### src/rtl/ff_array_pkg.sv
// Shared constants and types for the two-port flip-flop register array.
// Error flag bit positions, error flag vector type and error counter width.
package ff_array_pkg;

  localparam int unsigned ERR_WR_RANGE  = 0;
  localparam int unsigned ERR_RD_RANGE  = 1;
  localparam int unsigned ERR_RD_UNINIT = 2;
  localparam int unsigned ERR_W         = 3;

  localparam int unsigned ERR_CNT_W = 8;

  typedef logic [ERR_W-1:0] err_flags_t;

endpackage

### src/rtl/ff_array_err_cnt.sv
// Saturating event counter: counts cycles with inc=1, sticks at all-ones,
// and is cleared only by reset.
module ff_array_err_cnt #(
  parameter int unsigned W = 8
) (
  input  logic         clk,
  input  logic         resetn,
  input  logic         inc,
  output logic [W-1:0] count
);

  // Count up on inc, hold once saturated.
  always_ff @(posedge clk) begin
    if (!resetn) begin
      count <= '0;
    end else if (inc && (count != '1)) begin
      count <= count + 1'b1;
    end
  end

endmodule

### src/rtl/ff_array_2p.sv
// Two-port flip-flop register array: one write port and one registered read
// port, per-entry valid tracking, address range checking for any DEPTH and a
// saturating error counter.
// Build option: define FF_ARRAY_BYPASS_EN to forward write data to a
// same-address read in the same cycle; otherwise reads see the old contents.
module ff_array_2p
  import ff_array_pkg::*;
#(
  parameter int unsigned WIDTH = 8,
  parameter int unsigned DEPTH = 8,
  localparam int unsigned AW   = $clog2(DEPTH)
) (
  input  logic                 clk,
  input  logic                 resetn,
  input  logic                 wr,
  input  logic [AW-1:0]        wr_addr,
  input  logic [WIDTH-1:0]     din,
  input  logic                 rd,
  input  logic [AW-1:0]        rd_addr,
  input  logic                 clr,
  output logic [WIDTH-1:0]     dout,
  output logic                 dout_valid,
  output logic                 error,
  output err_flags_t           err_flags,
  output logic [ERR_CNT_W-1:0] err_count
);

  // One bit per encodable address, set where the address maps to an entry.
  // A lookup avoids constant-range compares when DEPTH is a power of two.
  localparam int unsigned NSLOT = 1 << AW;
  localparam logic [NSLOT-1:0] ADDR_OK = {NSLOT{1'b1}} >> (NSLOT - DEPTH);

  logic [WIDTH-1:0] mem [DEPTH];
  logic [DEPTH-1:0] valid;

  logic             wr_ok;
  logic             rd_ok;
  logic [WIDTH-1:0] dout_d;
  logic             dout_valid_d;
  err_flags_t       flags_d;

  assign wr_ok = ADDR_OK[wr_addr];
  assign rd_ok = ADDR_OK[rd_addr];

  // Storage update: clear beats write, out-of-range writes are dropped.
  always_ff @(posedge clk) begin
    if (!resetn || clr) begin
      for (int i = 0; i < DEPTH; i++) begin
        mem[i] <= '0;
      end
      valid <= '0;
    end else if (wr && wr_ok) begin
      mem[wr_addr]   <= din;
      valid[wr_addr] <= 1'b1;
    end
  end

  // Read result and fault decode for the current request.
  always_comb begin
    dout_d       = '0;
    dout_valid_d = 1'b0;
    flags_d      = '0;
    flags_d[ERR_WR_RANGE] = wr && !wr_ok;
    if (rd) begin
      if (!rd_ok) begin
        flags_d[ERR_RD_RANGE] = 1'b1;
`ifdef FF_ARRAY_BYPASS_EN
      end else if (wr && wr_ok && !clr && (wr_addr == rd_addr)) begin
        dout_d       = din;
        dout_valid_d = 1'b1;
`endif
      end else if (!valid[rd_addr]) begin
        flags_d[ERR_RD_UNINIT] = 1'b1;
      end else begin
        dout_d       = mem[rd_addr];
        dout_valid_d = 1'b1;
      end
    end
  end

  // Register read data and flags so they share the one-cycle read latency.
  always_ff @(posedge clk) begin
    if (!resetn) begin
      dout       <= '0;
      dout_valid <= 1'b0;
      err_flags  <= '0;
      error      <= 1'b0;
    end else begin
      dout       <= dout_d;
      dout_valid <= dout_valid_d;
      err_flags  <= flags_d;
      error      <= |flags_d;
    end
  end

  // Counts registered error pulses, so it trails error by one cycle.
  ff_array_err_cnt #(
    .W (ERR_CNT_W)
  ) u_err_cnt (
    .clk    (clk),
    .resetn (resetn),
    .inc    (error),
    .count  (err_count)
  );

endmodule

### config.mk
export PLATFORM = sky130hd
export DESIGN_NAME = ff_array_2p
export DESIGN_NICKNAME = d
export VERILOG_FILES = /design/src/rtl/ff_array_pkg.sv /design/src/rtl/ff_array_err_cnt.sv /design/src/rtl/ff_array_2p.sv
export SDC_FILE = /design/constraint.sdc
export NUM_CORES = 1
export LEC_CHECK = 0
export CAP_MARGIN = 25
export CORE_UTILIZATION = 40
export CTS_CLUSTER_SIZE = 20
export DETAILED_ROUTE_END_ITERATION = 7
export GPL_ROUTABILITY_DRIVEN = 0
export MAX_ROUTING_LAYER = met4
export SETUP_SLACK_MARGIN = 0.5
export SKIP_LAST_GASP = 1
export SYNTH_ARGS = -nofsm -noshare
export SYNTH_HDL_FRONTEND = slang
export SYNTH_HIERARCHICAL = 1
export SYNTH_SLANG_ARGS = --single-unit
### constraint.sdc
create_clock -name clk -period 3.81 [get_ports clk]
set_input_delay 0.381 -clock clk [delete_from_list [all_inputs] [get_ports clk]]
set_output_delay 0.381 -clock clk [all_outputs]
set_load 0.05 [all_outputs]
==> metrics <==
run status finished clean; clock-pin transition on the worst setup and hold timing paths 0.10 ns; Clock Latency Late Sink 0.36 ns; number of placed cells counting well taps 443; filler cell count in the final layout 883; cells after synthesis 279; final worst path period share 62.1%; CP Capture Type register; # Max-Cap Violations 0; I/O pins 40; Worst Path Class, Setup in2reg; area delta synth->final 17.1%; row cnt 36; per-cell routed wire length 18.2 µm; multi-input gate area in the final layout 1470 µm²; number of global-route vias before repair 2152; fin cells 459; Max Freq 422 MHz; sequential fraction of the synthesis area 60.9%; final period demand of the worst path 2.37 ns; hold wc startpoint valid[5]$_SDFFE_PP0P_; required arrival time at the worst endpoint 3.84 ns; ys async rst share 0%; Worst Setup Slack post-DPL 1.03 ns; Reg2Reg Setup Slack 2.30 ns; fraction of final layout cells with drive strength greater than 1 10.1%; total clock buffers created by CTS 9; Clock Sink Count 90; FF-to-FF path depth 4; global-route congestion overflow total 0; footprint of the flip-flops and latches 2440 µm²; clock root cell sky130_fd_sc_hd__clkbuf_8; number of setup buffers added after CTS 0; register bit count reported by yosys 90; die area 10400 µm²; crit-path max FO 12; Hold Crit Depth 1; Total Nets Final 341; Tot GR Track Use 17.6%; standby leakage power 1.82 nW; initial antenna violation count 0; post-route ant nets 0; Synth area leaders sky130_fd_sc_hd__edfxtp_1, sky130_fd_sc_hd__dfxtp_1, sky130_fd_sc_hd__and2_1, sky130_fd_sc_hd__mux4_1, sky130_fd_sc_hd__mux4_2; worst voltage drop across the vdd grid 0.152 mV; Total Routed Length 8370 µm; TritonCTS clock tree built; R2R Path Start u_err_cnt/count[0]$_SDFFE_PN0P_; transition at the pin with the smallest max-transition slack 0.895 ns; Yosys warnings 6; total power divided by cell area 413 nW/µm²; arrival time of the worst setup path 2.40 ns; hold bufs inserted after CTS 0; diode insertion count for antenna repair 0; path class of the lowest-slack min-delay path reg2reg; horizontal die dimension 102 µm; overall via count from detail_route 2375; Main synth FF type sky130_fd_sc_hd__edfxtp_1; Sum Neg Setup Slack 0 ns; placeable core region 9730 µm²; Max clock buf depth 2; worst setup path start resetn; Slew Limit Fails 0; syn avg cell area 14.4 µm²; Vert. Die Dim 102 µm; endpoint of the worst-slack reg-to-reg timing path u_err_cnt/count[6]$_SDFFE_PN0P_; pin count of the biggest net entering global routing 21; final setup slack of the worst path 1.44 ns; Post-Synthesis Cell Area 4010 µm²; drt pass-1 iters 4; end point of the most critical hold path valid[5]$_SDFFE_PP0P_; Max Clock Skew 0.0144 ns; effective utilization at floorplan 41.2%; largest area contributor in the netlist sky130_fd_sc_hd__edfxtp_1; leading cell types by count after synthesis sky130_fd_sc_hd__and2_1, sky130_fd_sc_hd__edfxtp_1, sky130_fd_sc_hd__dfxtp_1; Port Buf Inserts 37; first-pass GRT wire length 12400 µm; drt drc 0; Clock H-tree levels 3; setup violators final 0; kind of launch point of the worst setup path input port; final hold violations 0; DP HPWL 5790 µm; fraction of post-synthesis cell area in the top cell type by area 48.0%; max_slew headroom 40.1%; distinct cell type count after synthesis 45; unrepaired setup endpoints after global routing no; via count normalized by instance count 5.17; count of flip-flops with a built-in enable after synthesis 64; Resize count post-CTS 0; violation count after the first detailed-route iteration 126
through the flow:
step                area [µm²]  util (%)  power [mW]  hold WS (ns)
floorplan                 4010         -        1.23         0.421
global placement          4490      46.2        1.30         0.431
detailed placement        4490      46.2        1.30         0.433
CTS                       4690      48.2        1.95         0.457
global route              4690      48.2        2.00         0.477
finish                    4690      48.2        1.94         0.454
cell families after synthesis:
group | after synthesis | synth area share (%)
AO/OA/AOI/OAI | 31 | 5.56
adder cells (fa/ha/maj) | 1 | 0.312
buffers and inverters | 13 | 2.37
flip-flops | 90 | 60.9
multiplexers | 30 | 13.5
other | 1 | 0.0936
AND/OR/NAND/NOR | 113 | 17.2
layer usage:
| layer | track usage [%] | vias to the layer above | share of wire [%] |
|---|---|---|---|
| met5 | - | - | 0 |
| met1 | 24.1 | 1156 | 48 |
| met2 | 25.7 | 75 | 45 |
| met4 | 6.92 | 0 | 2.1 |
| met3 | 3.56 | 13 | 4.8 |
| li1 | - | 1131 | - |
critical path: stages:
cell and delay (ns):
sky130_fd_sc_hd__clkdlybuf4s50_1 0.78, sky130_fd_sc_hd__nand4b_1 0.41, sky130_fd_sc_hd__nor3_2 0.45, sky130_fd_sc_hd__nand2b_1 0.38
flip-flops by register name (all words and copies together), names as in the netlist:
signal	cells
mem	64
dout	8
dout_valid	1
valid	8
u_err_cnt/count	8
err_flags	1
worst max path at each step:
stage,endpoint,slack (ns),cells past startpoint
final,mem[1][0]$_SDFFCE_PN0P_,1.44,4
after detailed placement,mem[1][6]$_SDFFCE_PN0P_,1.03,4
after floorplan,mem[6][0]$_SDFFCE_PN0P_,2.04,2
after CTS,mem[1][0]$_SDFFCE_PN0P_,1.42,4
after global routing,mem[1][4]$_SDFFCE_PN0P_,1.25,4
after global placement,mem[1][1]$_SDFFCE_PN0P_,1.15,4
layout make-up:
class / instances / area share (%)
multi-input combinational: 177 / 31.4
timing repair buffer: 41 / 8.53
sequential: 90 / 52.1
clock buffer: 10 / 2.72
tap: 133 / 3.55
inverter: 2 / 0.160
clock inverter: 6 / 1.57
power by group:
part	total [mW]	switching, mW	internal (mW)	leakage, nW
clock network	0.665	0.354	0.311	0.0950
registers	1.11	0.0196	1.09	0.908
logic	0.166	0.0959	0.0706	0.815
layout by cell type (no fill, tap or decap), drive strengths merged, types with 2 or more instances in the layout:
master	count
nor4	8
mux2i	12
nand3	2
buf	4
a211oi	2
inv	4
mux2	2
and4	2
nor2b	2
nand2b	5
a21boi	2
o21ai	7
a21o	8
conb	2
clkdlybuf4s50	37
and2	64
a21oi	5
nand2	9
edfxtp	64
nor3	6
clkinvlp	2
o21bai	2
and3	2
clkbuf	10
dfxtp	26
mux4	16
nand4	2
nor2	7
(Power assumes the default switching activity.)
